### config.mk
export PLATFORM = sky130hd
export DESIGN_NAME = bin_to_digits_flat
export DESIGN_NICKNAME = d
export VERILOG_FILES = /design/src/rtl/bin_to_digits_pkg.sv /design/src/rtl/bin_to_digits_if.sv /design/src/rtl/dd_add3.sv /design/src/rtl/bin_to_digits.sv /design/src/flat_wrapper.sv
export SDC_FILE = /design/constraint.sdc
export NUM_CORES = 1
export LEC_CHECK = 0
export BUFFER_PORTS_ARGS = -buffer_cell sky130_fd_sc_hd__buf_4
export CORE_MARGIN = 2
export CORE_UTILIZATION = 30
export CTS_CLUSTER_SIZE = 24
export DETAILED_ROUTE_END_ITERATION = 8
export GPL_TIMING_DRIVEN = 0
export PLACE_DENSITY = 0.44
export REMOVE_ABC_BUFFERS = 1
export SETUP_SLACK_MARGIN = 0.02
export SLEW_MARGIN = 5
export SYNTH_ARGS = -nofsm -noshare
export SYNTH_HDL_FRONTEND = slang
export SYNTH_SLANG_ARGS = --single-unit
export TNS_END_PERCENT = 30
### constraint.sdc
create_clock -name sclk -period 3.42 [get_ports sclk]
set_clock_uncertainty 0.15 [all_clocks]
set_input_delay 0.684 -clock sclk [delete_from_list [all_inputs] [get_ports sclk]]
set_output_delay 0.684 -clock sclk [all_outputs]
set_load 0.01 [all_outputs]
### src/rtl/bin_to_digits_pkg.sv
// Shared constants for the binary-to-seven-segment-digit converter:
// scanner digit codes, display limits and FSM state encoding.
package bin_to_digits_pkg;

   localparam logic [3:0] DIG_BLANK = 4'd10;
   localparam logic [3:0] DIG_DASH  = 4'd11;

   localparam int unsigned BIN_MAX_W = 27;
   localparam logic [26:0] MAX_POS   = 27'd99_999_999;
   localparam logic [26:0] MAX_NEG   = 27'd9_999_999;

   localparam logic [1:0] ST_IDLE   = 2'd0;
   localparam logic [1:0] ST_SHIFT  = 2'd1;
   localparam logic [1:0] ST_FORMAT = 2'd2;

endpackage

### src/rtl/bin_to_digits_if.sv
// Request/result bundle between a value producer and the digit converter.
interface bin_to_digits_if #(
   parameter int unsigned BIN_W = 27
);

   logic             start;
   logic [BIN_W-1:0] bin;
   logic             neg;
   logic             busy;
   logic             done;
   logic [3:0]       bit_7;
   logic [3:0]       bit_6;
   logic [3:0]       bit_5;
   logic [3:0]       bit_4;
   logic [3:0]       bit_3;
   logic [3:0]       bit_2;
   logic [3:0]       bit_1;
   logic [3:0]       bit_0;

   modport master (
      output start, bin, neg,
      input  busy, done, bit_7, bit_6, bit_5, bit_4, bit_3, bit_2, bit_1, bit_0
   );

   modport slave (
      input  start, bin, neg,
      output busy, done, bit_7, bit_6, bit_5, bit_4, bit_3, bit_2, bit_1, bit_0
   );

endinterface

### src/rtl/dd_add3.sv
// Double-dabble nibble correction: a BCD digit of 5 or more gets +3 before the shift.
module dd_add3 (
   input  logic [3:0] value,
   output logic [3:0] adjusted
);

   assign adjusted = (value >= 4'd5) ? value + 4'd3 : value;

endmodule

### src/rtl/bin_to_digits.sv
// Iterative binary-to-BCD converter (one bit per clock) feeding the 8-digit scanner,
// with leading-zero blanking, minus sign and overflow dashes applied on the result edge.
module bin_to_digits
   import bin_to_digits_pkg::*;
#(
   parameter int unsigned BIN_W    = 27,
   parameter int unsigned BLANK_LZ = 1
) (
   input logic            sclk,
   input logic            nrst,
   bin_to_digits_if.slave bus
);

   localparam int unsigned CNT_W = $clog2(BIN_W + 1);

   logic [1:0]       state_q, state_d;
   logic [CNT_W-1:0] cnt_q, cnt_d;
   logic [31:0]      bcd_q, bcd_d;
   logic [BIN_W-1:0] bin_sh_q, bin_sh_d;
   logic             neg_q, neg_d;
   logic             ovf_q, ovf_d;
   logic             busy_q, busy_d;
   logic             done_q, done_d;
   logic [7:0][3:0]  dig_q, dig_d;

   logic [31:0]      adj;
   logic [32:0]      shifted;
   logic [26:0]      bin_ext;
   logic [7:0][3:0]  fmt;
   logic [2:0]       msd;
   logic             show_dash;

   for (genvar g = 0; g < 8; g++) begin : g_add3
      dd_add3 u_add3 (
         .value    (bcd_q[4*g +: 4]),
         .adjusted (adj[4*g +: 4])
      );
   end

   // Bit 32 is a ninth decimal digit; such values are already overflow.
   assign shifted = {adj, bin_sh_q[BIN_W-1]};
   assign bin_ext = 27'(bus.bin);

   always_comb begin
      msd = 3'd0;
      for (int unsigned i = 1; i < 8; i++) begin
         if (bcd_q[4*i +: 4] != 4'd0) msd = i[2:0];
      end
      show_dash = neg_q && (bcd_q != 32'd0);
      for (int unsigned i = 0; i < 8; i++) begin
         fmt[i[2:0]] = bcd_q[4*i +: 4];
         if (ovf_q) begin
            fmt[i[2:0]] = DIG_DASH;
         end else if (BLANK_LZ != 0) begin
            if (i[2:0] > msd) begin
               fmt[i[2:0]] = (show_dash && (i[3:0] == ({1'b0, msd} + 4'd1))) ? DIG_DASH
                                                                               : DIG_BLANK;
            end
         end else if (show_dash && (i == 7)) begin
            fmt[i[2:0]] = DIG_DASH;
         end
      end
   end

   always_comb begin
      state_d  = state_q;
      cnt_d    = cnt_q;
      bcd_d    = bcd_q;
      bin_sh_d = bin_sh_q;
      neg_d    = neg_q;
      ovf_d    = ovf_q;
      busy_d   = busy_q;
      done_d   = 1'b0;
      dig_d    = dig_q;
      case (state_q)
         ST_IDLE: begin
            if (bus.start) begin
               bin_sh_d = bus.bin;
               neg_d    = bus.neg;
               bcd_d    = 32'd0;
               cnt_d    = CNT_W'(BIN_W);
               ovf_d    = bus.neg ? (bin_ext > MAX_NEG) : (bin_ext > MAX_POS);
               busy_d   = 1'b1;
               state_d  = ST_SHIFT;
            end
         end
         ST_SHIFT: begin
            bcd_d    = shifted[31:0];
            bin_sh_d = bin_sh_q << 1;
            ovf_d    = ovf_q | shifted[32];
            cnt_d    = cnt_q - CNT_W'(1);
            if (cnt_q == CNT_W'(1)) state_d = ST_FORMAT;
         end
         ST_FORMAT: begin
            dig_d   = fmt;
            done_d  = 1'b1;
            busy_d  = 1'b0;
            state_d = ST_IDLE;
         end
         default: state_d = ST_IDLE;
      endcase
   end

   always_ff @(posedge sclk or negedge nrst) begin
      if (!nrst) begin
         state_q  <= ST_IDLE;
         cnt_q    <= '0;
         bcd_q    <= '0;
         bin_sh_q <= '0;
         neg_q    <= 1'b0;
         ovf_q    <= 1'b0;
         busy_q   <= 1'b0;
         done_q   <= 1'b0;
         dig_q    <= {8{DIG_BLANK}};
      end else begin
         state_q  <= state_d;
         cnt_q    <= cnt_d;
         bcd_q    <= bcd_d;
         bin_sh_q <= bin_sh_d;
         neg_q    <= neg_d;
         ovf_q    <= ovf_d;
         busy_q   <= busy_d;
         done_q   <= done_d;
         dig_q    <= dig_d;
      end
   end

   assign bus.busy  = busy_q;
   assign bus.done  = done_q;
   assign bus.bit_7 = dig_q[7];
   assign bus.bit_6 = dig_q[6];
   assign bus.bit_5 = dig_q[5];
   assign bus.bit_4 = dig_q[4];
   assign bus.bit_3 = dig_q[3];
   assign bus.bit_2 = dig_q[2];
   assign bus.bit_1 = dig_q[1];
   assign bus.bit_0 = dig_q[0];

endmodule

### src/flat_wrapper.sv
// flat-port wrapper written by rule: the top's interface ports become plain ports
module bin_to_digits_flat import bin_to_digits_pkg::*;
#(
   parameter int unsigned BIN_W    = 27,
   parameter int unsigned BLANK_LZ = 1
)
  (sclk, nrst, bus_start, bus_bin, bus_neg, bus_busy, bus_done, bus_bit_7, bus_bit_6, bus_bit_5, bus_bit_4, bus_bit_3, bus_bit_2, bus_bit_1, bus_bit_0);
  bin_to_digits_if #(.BIN_W(BIN_W)) bus_i ();
  input logic sclk;
  input logic nrst;
  input wire logic [$bits(bus_i.start)-1:0] bus_start;
  input wire logic [$bits(bus_i.bin)-1:0] bus_bin;
  input wire logic [$bits(bus_i.neg)-1:0] bus_neg;
  output wire logic [$bits(bus_i.busy)-1:0] bus_busy;
  output wire logic [$bits(bus_i.done)-1:0] bus_done;
  output wire logic [$bits(bus_i.bit_7)-1:0] bus_bit_7;
  output wire logic [$bits(bus_i.bit_6)-1:0] bus_bit_6;
  output wire logic [$bits(bus_i.bit_5)-1:0] bus_bit_5;
  output wire logic [$bits(bus_i.bit_4)-1:0] bus_bit_4;
  output wire logic [$bits(bus_i.bit_3)-1:0] bus_bit_3;
  output wire logic [$bits(bus_i.bit_2)-1:0] bus_bit_2;
  output wire logic [$bits(bus_i.bit_1)-1:0] bus_bit_1;
  output wire logic [$bits(bus_i.bit_0)-1:0] bus_bit_0;
  assign bus_i.start = bus_start;
  assign bus_i.bin = bus_bin;
  assign bus_i.neg = bus_neg;
  assign bus_busy = bus_i.busy;
  assign bus_done = bus_i.done;
  assign bus_bit_7 = bus_i.bit_7;
  assign bus_bit_6 = bus_i.bit_6;
  assign bus_bit_5 = bus_i.bit_5;
  assign bus_bit_4 = bus_i.bit_4;
  assign bus_bit_3 = bus_i.bit_3;
  assign bus_bit_2 = bus_i.bit_2;
  assign bus_bit_1 = bus_i.bit_1;
  assign bus_bit_0 = bus_i.bit_0;
  bin_to_digits #(.BIN_W(BIN_W), .BLANK_LZ(BLANK_LZ)) u_core (.sclk(sclk), .nrst(nrst), .bus(bus_i));
endmodule
==> results of run 1 <==
## per-stage QoR
step,TNS (ns),cells,power [uW],utilization,worst slack (ns)
3_3_place_gp,-95.52,855,4120,0.339,-2.48
5_1_grt,0,880,5710,0.364,0.0315
3_5_place_dp,-0.136,861,4220,0.346,-0.136
6_report,0,880,5220,0.364,0.229
4_1_cts,0,877,5280,0.362,0.0547
2_1_floorplan,-0.177,562,3520,-,-0.132
## sequential cells by signal, summed over array words and instances, names as in the netlist
| register | count |
|---|---|
| u_core.bus.bit_5 | 4 |
| u_core.bus.bit_6 | 4 |
| u_core.bus.bit_1 | 4 |
| u_core.bcd_q | 32 |
| u_core.bus.busy | 1 |
| u_core.ovf_q | 1 |
| u_core.bus.bit_7 | 4 |
| u_core.bus.bit_2 | 4 |
| u_core.cnt_q | 5 |
| u_core.bus.bit_4 | 4 |
| u_core.bus.done | 1 |
| u_core.neg_q | 1 |
| u_core.bus.bit_0 | 4 |
| u_core.state_q | 2 |
| u_core.bin_sh_q | 27 |
| u_core.bus.bit_3 | 4 |
## power groups by stage
stage | clock network (uW) | registers (uW) | logic (uW)
6_report | 1020 | 2010 | 2190
5_1_grt | 1120 | 2080 | 2510
4_1_cts | 1070 | 2000 | 2200
3_5_place_dp | 0 | 2020 | 2200
3_3_place_gp | 0 | 2010 | 2110
2_1_floorplan | 0 | 1920 | 1600
## area by class of cell
cell class	instances	share of cell area
clock inverters	2	0.00250
repair buffers	73	0.0936
inverters	24	0.0141
clock buffers	14	0.0422
well taps	229	0.0441
multi-input cells	436	0.408
flip-flops and latches	102	0.396
## what timing repair did
item,4_1_cts,5_1_grt
pin swaps,0,1
gates resized for setup,1,5
setup buffers,0,3
setup endpoints to repair,1,7
hold endpoints to repair,0,0
## kinds of logic after synthesis
family | Yosys count
buffers and inverters | 55
adders and majority gates | 22
and+or+nand+nor | 243
AOI/OAI and AO/OA | 156
xor gates and xnor gates | 15
DFF | 102
## layout by cell type, fill, tap and decap left out, types with 2 or more instances in the layout
cell type  instances
o32ai_1            7
o22a_1             4
a31oi_1           29
nor3b_1            6
clkbuf_16          9
o211ai_1           3
nor2_4             2
nand4_1            5
nor3b_2            3
xnor2_1           11
buf_6              2
nor2_1            57
o32a_2             3
o31ai_1           12
nor4b_1            4
nor2b_1            2
nand2_1           98
clkbuf_8           3
buf_4             68
or3b_4             4
inv_1             22
a211oi_1           4
and4_1             2
clkbuf_1           2
xor2_1             4
a32o_1             8
ha_1              22
nand3_1           23
a21o_1             2
nand2b_1           9
o31a_1             2
nor3_1             6
dfstp_2           16
buf_16             2
dfrtp_1           86
o21ai_1            2
o21ai_0           35
a21oi_1           34
nand3b_1           9
## path summary, 6_finish.rpt
kind	slack (ns)	end	from	cells after the start
max in group asynchronous	2.15	u_core.bin_sh_q[7]$_DFFE_PN0P_	nrst	1
worst max-delay path	0.23	u_core.bus.bit_7[0]$_DFFE_PN0P_	u_core.bcd_q[4]$_DFFE_PN0P_	12
worst max register to register	0.23	u_core.bus.bit_7[0]$_DFFE_PN0P_	u_core.bcd_q[4]$_DFFE_PN0P_	12
min in group sclk	0.31	u_core.bus.bit_5[1]$_DFFE_PN1P_	u_core.bus.bit_5[1]$_DFFE_PN1P_	2
worst min-delay path	0.28	u_core.bcd_q[21]$_DFFE_PN0P_	nrst	1
worst min register to register	0.31	u_core.bus.bit_5[1]$_DFFE_PN1P_	u_core.bus.bit_5[1]$_DFFE_PN1P_	2
## layer usage
metal	part of all wire	GRT usage	up-vias
li1	-	-	2213
met1	0.47	0.209	2228
met2	0.47	0.243	103
met3	0.049	0.0419	11
met4	0.010	0.0311	0
met5	0	0	-
## worst max-delay path: stages, from the launching register on
cell,delay [ns]
dfrtp_1,0.44
inv_1,0.11
ha_1,0.22
nor3b_1,0.35
o41a_1,0.22
o21a_1,0.22
o21ai_1,0.10
nor2b_1,0.16
ha_1,0.30
nand3_1,0.10
a31o_2,0.23
o31a_1,0.24
a211oi_1,0.24
==> flow_metrics.tcl, run 1 <==
set metrics [dict create \
    outcome "complete, no violations" \
    synthTopCellsByCount "nand2_1 (98), dfrtp_1 (86), nor2_1 (57)" \
    internal_power_uw 3090 \
    synth_compound_area_frac 0.188 \
    pwr-share-clk 0.196 \
    power_density_nw_per_um2 804 \
    synth_top_family_by_area "simple AND/OR/NAND/NOR gates" \
    drv_cap 0 \
    ys_ff_latch 102 \
    grt_max_degree 103 \
    synth_flop_cell "dfrtp_1" \
    avgSynthCellArea_um2 9.13 \
    cts_tree "done" \
    crit_arrival_ns 3.29 \
    p_switching_uw 2130 \
    p_seq_frac 0.385 \
    hold_violations 0 \
    stdcell_area_um2 6500 \
    h-tree-depth 3 \
    comb_power_share 0.419 \
    synth_area_um2 5420 \
    first_iter_violations 244 \
    ios 65 \
    yosysTopAreaCellShare 0.397 \
    cp-start-kind "flop" \
    wirelength_mm 14.2 \
    vias 4555 \
    cts_hold_buffers 0 \
    synthTopCellsByArea "dfrtp_1 (40%), dfstp_2 (7.8%), nand2_1 (6.8%)" \
    drt_first_pass_iters 5 \
    finalCritPeriodShare 0.933 \
    synthCells 593 \
    max_freq_mhz 313 \
    drive_gt1_frac 0.194 \
    dpl.hpwl_mm 9.46 \
    finalNetCount 699 \
    crit_required_ns 3.52 \
    fill_cells 1853 \
    clk_pin_slew_worst_paths_ns 0.07 \
    synth_top_area_cell "dfrtp_1" \
    cts_buffers 9 \
    multi_input_area_um2 2650 \
    initial_core_util 0.304 \
    end_kind "flop" \
    overflow 0 \
    grt_pass1_vias 4469 \
    dieWidth_um 138 \
    hold-worst-slack_ns 0.278 \
    root_buffer "clkbuf_16" \
    critical_path_peak_fanout 5 \
    hp-class "primary input to asynchronous set/reset pin" \
    slew_headroom 0.283 \
    core_area_um2 17800 \
    synthMuxAreaShare 0 \
    clock_sinks 102 \
    fp.dieArea_um2 19100 \
    seqCellArea_um2 2570 \
    sw_frac_of_total 0.408 \
    min_period_ns 3.19 \
    wl_per_cell_um 16.1 \
    antennaDiodeCount 0 \
    die_h_um 138 \
    final_max_slew_viol_count 0 \
    rows 49 \
    area_growth_syn_to_layout_pct 20.0 \
    synth_xor_area_frac 0.0243 \
    synth_edf_count 0 \
    grt_antenna_before_repair 0 \
    worstSetupPathType "flop to flop" \
    setup_viol 0 \
    clk_latency_ns 0.35 \
    vias_per_cell 5.18 \
    ir_drop_uv 394 \
    tightest_slew_ns 1.07 \
    synth_adder_area_share 0.0508 \
    yosys.area_share.simple 0.219 \
    synth.distinct_cells 61 \
    dpl_cell_area_um2 6170 \
    ys_warn_count 0 \
    gp_congestion 0.834 \
    drtAntennaViolNets 0 \
    yosysMostFrequentCell "nand2_1" \
    route.detailed.drc 0 \
    clock_path_buffers 2 \
    port_buffers 64 \
    async_flop_share 1.00 \
    grt_usage 0.152 \
    rsz0062_at_grt "false" \
    ys_seq_area_frac 0.475 \
    leakage_uw 0.00276 \
    grt_pass1_wl_mm 23.8 \
]
Power figures use the tool's default switching activity.
==> inputs of run 2 (changes only) <==
--- a/config.mk
+++ b/config.mk
@@ -7,11 +7,11 @@
 export LEC_CHECK = 0
 export BUFFER_PORTS_ARGS = -buffer_cell sky130_fd_sc_hd__buf_4
 export CORE_MARGIN = 2
-export CORE_UTILIZATION = 30
+export CORE_UTILIZATION = 45
 export CTS_CLUSTER_SIZE = 24
 export DETAILED_ROUTE_END_ITERATION = 8
 export GPL_TIMING_DRIVEN = 0
-export PLACE_DENSITY = 0.44
+export PLACE_DENSITY = 0.61
 export REMOVE_ABC_BUFFERS = 1
 export SETUP_SLACK_MARGIN = 0.02
 export SLEW_MARGIN = 5
==> flow_metrics.tcl, run 2 (synthesis results as in run 1) <==
set metrics [dict create \
    wirelength_mm 12.5 \
    tns_ns 0 \
    final_core_util 0.542 \
    drtAntennaViolNets 0 \
    end_kind "flop" \
    max_freq_mhz 316 \
    ios 65 \
    outcome "complete, no violations" \
    leakage_uw 0.00277 \
    crit_chain "inv_1 -> ha_1 -> or3b_2 -> nor4_4 -> buf_4 -> inv_2 -> ha_1 -> nand3_1 -> a31o_2 -> o31a_1 -> a211oi_1" \
    final_max_slew_viol_count 0 \
    antennaDiodeCount 0 \
    clk_latency_ns 0.35 \
    vias_per_cell 5.68 \
    cp-start-kind "flop" \
    port_buffers 64 \
    grt_usage 0.205 \
    hold_violations 0 \
    grt_max_degree 103 \
    grt_pass1_wl_mm 21.2 \
    multi_input_area_um2 2640 \
    cts_buffers 9 \
    first_iter_violations 252 \
    slowest_delay_ns 0.55 \
    worst-path-buf-inv 3 \
    crit_arrival_ns 3.27 \
    overflow 0 \
    rsz0062_at_grt "false" \
    gp_congestion 0.830 \
    min_period_ns 3.16 \
    layout_commonest_cell "nand2_1" \
    clk_pin_slew_worst_paths_ns 0.07 \
    initial_core_util 0.457 \
    clock_path_buffers 2 \
    cts_tree "done" \
    vias 4529 \
    dpl.hpwl_mm 8.39 \
    drive_gt1_frac 0.192 \
    crit_required_ns 3.53 \
    seqCellArea_um2 2570 \
    setup_viol 0 \
    grt_pass1_vias 4284 \
    cpMaxStageDelayCell "or3b_2" \
    fill_cells 1098 \
    slew_headroom 0.109 \
    area_growth_syn_to_layout_pct 18.6 \
    tightest_slew_ns 1.33 \
    drv_cap 0 \
    finalNetCount 699 \
    placedCellCount 779 \
    critical_path_peak_fanout 6 \
    root_buffer "clkbuf_16" \
    layout_common_cells "nand2_1 (98), dfrtp_1 (86), buf_4 (65)" \
    ir_drop_uv 338 \
    wl_per_cell_um 15.7 \
    top_register "u_core.bcd_q" \
    drt_first_pass_iters 6 \
    clock_sinks 102 \
    fp.dieArea_um2 12900 \
    hp-class "primary input to asynchronous set/reset pin" \
    die_h_um 114 \
    worstSetupPathType "flop to flop" \
    grt_antenna_before_repair 0 \
    finalCritPeriodShare 0.924 \
    reg_top3 "u_core.bcd_q: 32 flops, u_core.bin_sh_q: 27 flops, u_core.cnt_q: 5 flops" \
    power_uw 5220 \
    dieWidth_um 114 \
    route.detailed.drc 0 \
    path_delay_family "simple AND/OR/NAND/NOR gates" \
    power_density_nw_per_um2 812 \
    largest_reg_flops 32 \
    core_area_um2 11900 \
    final_cells 798 \
    path_common_cell "ha_1" \
    h-tree-depth 3 \
    rows 40 \
]
## run 2: path summary, 6_finish.rpt
check / startpoint / endpoint / slack, ns / cells past startpoint
max: u_core.bcd_q[16]$_DFFE_PN0P_ / u_core.bus.bit_7[0]$_DFFE_PN0P_ / 0.26 / 11
min: nrst / u_core.bus.bit_5[2]$_DFFE_PN0P_ / 0.009 / 1
max reg2reg: u_core.bcd_q[16]$_DFFE_PN0P_ / u_core.bus.bit_7[0]$_DFFE_PN0P_ / 0.26 / 11
min reg2reg: u_core.bus.bit_5[3]$_DFFE_PN1P_ / u_core.bus.bit_5[3]$_DFFE_PN1P_ / 0.30 / 2
max in group asynchronous: nrst / u_core.bus.bit_0[3]$_DFFE_PN1P_ / 2.42 / 2
min in group sclk: u_core.bus.bit_5[3]$_DFFE_PN1P_ / u_core.bus.bit_5[3]$_DFFE_PN1P_ / 0.30 / 2
## run 2: worst reg2reg max path, cell delays in order (launching register included)
cell and delay [ns]:
dfrtp_1 0.44, inv_1 0.13, ha_1 0.22, or3b_2 0.55, nor4_4 0.29, buf_4 0.18, inv_2 0.06, ha_1 0.28
nand3_1 0.09, a31o_2 0.24, o31a_1 0.23, a211oi_1 0.21
## run 2: cell type report
type                    count  share of cell area
well taps                 147              0.0286
repair buffers             73              0.0987
clock buffers              12              0.0399
clock inverters             4             0.00701
flip-flops and latches    102               0.400
multi-input cells         436               0.411
inverters                  24              0.0146
## run 2: through the flow
step	instance area, um2	hold WS [ns]	setup WS, ns
6_report	6430	0.00912	0.258
5_1_grt	6430	0.0110	0.0236
4_1_cts	6360	0.308	0.119
3_5_place_dp	6060	0.298	0.139
3_3_place_gp	5940	0.295	-2.12
2_1_floorplan	5280	0.238	-0.132
## run 2: repair_timing
item / CTS / global route
hold buffers: 0 / 0
buffers inserted: 0 / 2
gates resized for setup: 0 / 4
setup endpoints to repair: 0 / 7
## run 2: metal layers
metal | wire length, um | track usage | vias to the layer above | share of wire
li1 | - | - | 2212 | -
met1 | 5820 | 0.278 | 2201 | 0.47
met2 | 5870 | 0.332 | 97 | 0.47
met3 | 532 | 0.0303 | 19 | 0.043
met4 | 287 | 0.0837 | 0 | 0.023
met5 | 0 | 0 | - | 0
## run 2: power breakdown
group	switching, uW	internal (uW)
clock network	447	604
registers	390	1610
logic	1240	929
==> inputs of run 3 (changes only) <==
--- a/config.mk
+++ b/config.mk
@@ -6,7 +6,6 @@
 export NUM_CORES = 1
 export LEC_CHECK = 0
 export BUFFER_PORTS_ARGS = -buffer_cell sky130_fd_sc_hd__buf_4
-export CORE_MARGIN = 2
 export CORE_UTILIZATION = 45
 export CTS_CLUSTER_SIZE = 24
 export DETAILED_ROUTE_END_ITERATION = 8
==> flow_metrics.tcl, run 3 (synthesis results as in run 1) <==
set metrics [dict create \
    outcome "finished with violations" \
    violations "DRC" \
    slowest_delay_ns 0.56 \
    clock_sinks 102 \
    grt_pass1_vias 4415 \
    power_density_nw_per_um2 822 \
    crit_required_ns 3.52 \
    crit_arrival_ns 3.35 \
    area_growth_syn_to_layout_pct 18.9 \
    finalNetCount 699 \
    drive_gt1_frac 0.195 \
    grt_usage 0.218 \
    reg_top3 "u_core.bcd_q: 32 flops, u_core.bin_sh_q: 27 flops, u_core.cnt_q: 5 flops" \
    stdcell_area_um2 6440 \
    wirelength_mm 12.6 \
    overflow 0 \
    rrSetupSlack_ns 0.17 \
    grt_max_degree 103 \
    dpl_cell_area_um2 6050 \
    dieWidth_um 112 \
    ios 65 \
    power_uw 5300 \
    leakage_uw 0.00278 \
    drv_cap 0 \
    internal_power_uw 3190 \
    layout_commonest_cell "nand2_1" \
    layout_common_cells "nand2_1 (98), dfrtp_1 (86), buf_4 (66)" \
    final_max_slew_viol_count 0 \
    cts_tree "done" \
    cts_buffers 9 \
    end_kind "flop" \
    tightest_slew_ns 1.34 \
    max_freq_mhz 308 \
    setup_viol 0 \
    sw_frac_of_total 0.397 \
    clk_latency_ns 0.35 \
    top_register "u_core.bcd_q" \
    worst-path-buf-inv 2 \
    largest_reg_flops 32 \
    root_buffer "clkbuf_16" \
    p_switching_uw 2100 \
    port_buffers 64 \
    fp.dieArea_um2 12500 \
    cpMaxStageDelayCell "or3b_2" \
    core_area_um2 11600 \
    path_common_cell "ha_1" \
    rsz0062_at_grt "false" \
    drt_first_pass_iters 6 \
    antennaDiodeCount 0 \
    crit_chain "inv_1 -> ha_1 -> or3b_2 -> nor4_4 -> inv_2 -> ha_1 -> nand3_1 -> a31o_2 -> o31a_1 -> a211oi_1" \
    cts_hold_buffers 0 \
    finalCritPeriodShare 0.950 \
    die_h_um 112 \
    path_delay_family "simple AND/OR/NAND/NOR gates" \
    final_core_util 0.557 \
    slew_headroom 0.103 \
    hp-class "primary input to asynchronous set/reset pin" \
    hold_violations 0 \
    clk_pin_slew_worst_paths_ns 0.07 \
    cp-start-kind "flop" \
    ir_drop_uv 428 \
    gp_congestion 0.798 \
    route.detailed.drc 6 \
    h-tree-depth 3 \
    min_period_ns 3.25 \
    comb_power_share 0.412 \
    vias 4491 \
    wl_per_cell_um 15.9 \
    initial_core_util 0.468 \
    rows 39 \
    drtAntennaViolNets 0 \
    grt_antenna_before_repair 0 \
    clock_path_buffers 2 \
    grt_pass1_wl_mm 21.6 \
    first_iter_violations 216 \
    pwr-share-clk 0.211 \
    vias_per_cell 5.66 \
    p_seq_frac 0.377 \
    dpl.hpwl_mm 8.48 \
    worstSetupPathType "flop to flop" \
    critical_path_peak_fanout 5 \
]
run 3: cell types whose count changed in the layout (fill, tap and decap cells not counted):
cell	delta
buf_4	+1
buf_6	-1
bufinv_16	+1
clkbuf_1	-1
clkbuf_8	-1
clkinvlp_4	+1
nor3b_1	-1
nor3b_2	+1
run 3: power by group through the flow:
stage	registers, uW	logic, uW	clock network, uW
6_report	1990	2180	1120
4_1_cts	1990	2180	1150
3_3_place_gp	1990	2050	0
3_5_place_dp	2010	2170	0
2_1_floorplan	1920	1600	0
5_1_grt	2060	2490	1190
run 3: final cells by class:
class | count | area (um2)
multi-input combinational | 436 | 2650
tap | 143 | 179
fill | 1065 | 5120
timing repair buffer | 73 | 631
inverter | 24 | 91.3
sequential | 102 | 2570
clock inverter | 6 | 85.1
clock buffer | 10 | 239
run 3: layer usage:
| metal | wire length, um | vias up | global-route usage |
|---|---|---|---|
| met5 | 0 | - | 0 |
| met4 | 205 | 0 | 0.0865 |
| li1 | - | 2216 | - |
| met2 | 6250 | 86 | 0.372 |
| met3 | 490 | 13 | 0.0316 |
| met1 | 5700 | 2176 | 0.279 |
run 3: path summary, 6_finish.rpt:
| check | start | endpoint | cells after the start |
|---|---|---|---|
| setup reg to reg | u_core.bcd_q[16]$_DFFE_PN0P_ | u_core.bus.bit_7[0]$_DFFE_PN0P_ | 10 |
| max in group asynchronous | nrst | u_core.bus.bit_0[1]$_DFFE_PN1P_ | 2 |
| min in group sclk | u_core.bus.bit_5[3]$_DFFE_PN1P_ | u_core.bus.bit_5[3]$_DFFE_PN1P_ | 2 |
| hold reg to reg | u_core.bus.bit_5[3]$_DFFE_PN1P_ | u_core.bus.bit_5[3]$_DFFE_PN1P_ | 2 |
| setup / recovery | u_core.bcd_q[16]$_DFFE_PN0P_ | u_core.bus.bit_7[0]$_DFFE_PN0P_ | 10 |
| hold / removal | nrst | u_core.bus.bit_5[2]$_DFFE_PN0P_ | 1 |
run 3: worst reg2reg max path, cell delays in order, from the launching register on:
cell,delay (ns)
dfrtp_1,0.44
inv_1,0.13
ha_1,0.23
or3b_2,0.56
nor4_4,0.43
inv_2,0.12
ha_1,0.31
nand3_1,0.09
a31o_2,0.23
o31a_1,0.24
a211oi_1,0.23
run 3: timing repair:
action	in CTS	in global routing
endpoints found under the setup margin	1	7
gates resized for setup	1	4
buffers inserted	0	2
pin swaps	0	1
run 3: through the flow:
step	setup TNS (ns)	instances	setup slack, ns	hold WS (ns)
2_1_floorplan	-0.177	562	-0.132	0.238
3_3_place_gp	-80.90	769	-2.15	0.295
3_5_place_dp	0	775	0.00918	0.296
4_1_cts	0	791	0.109	0.307
5_1_grt	0	794	0.0357	0.0617
6_report	0	794	0.171	0.0492
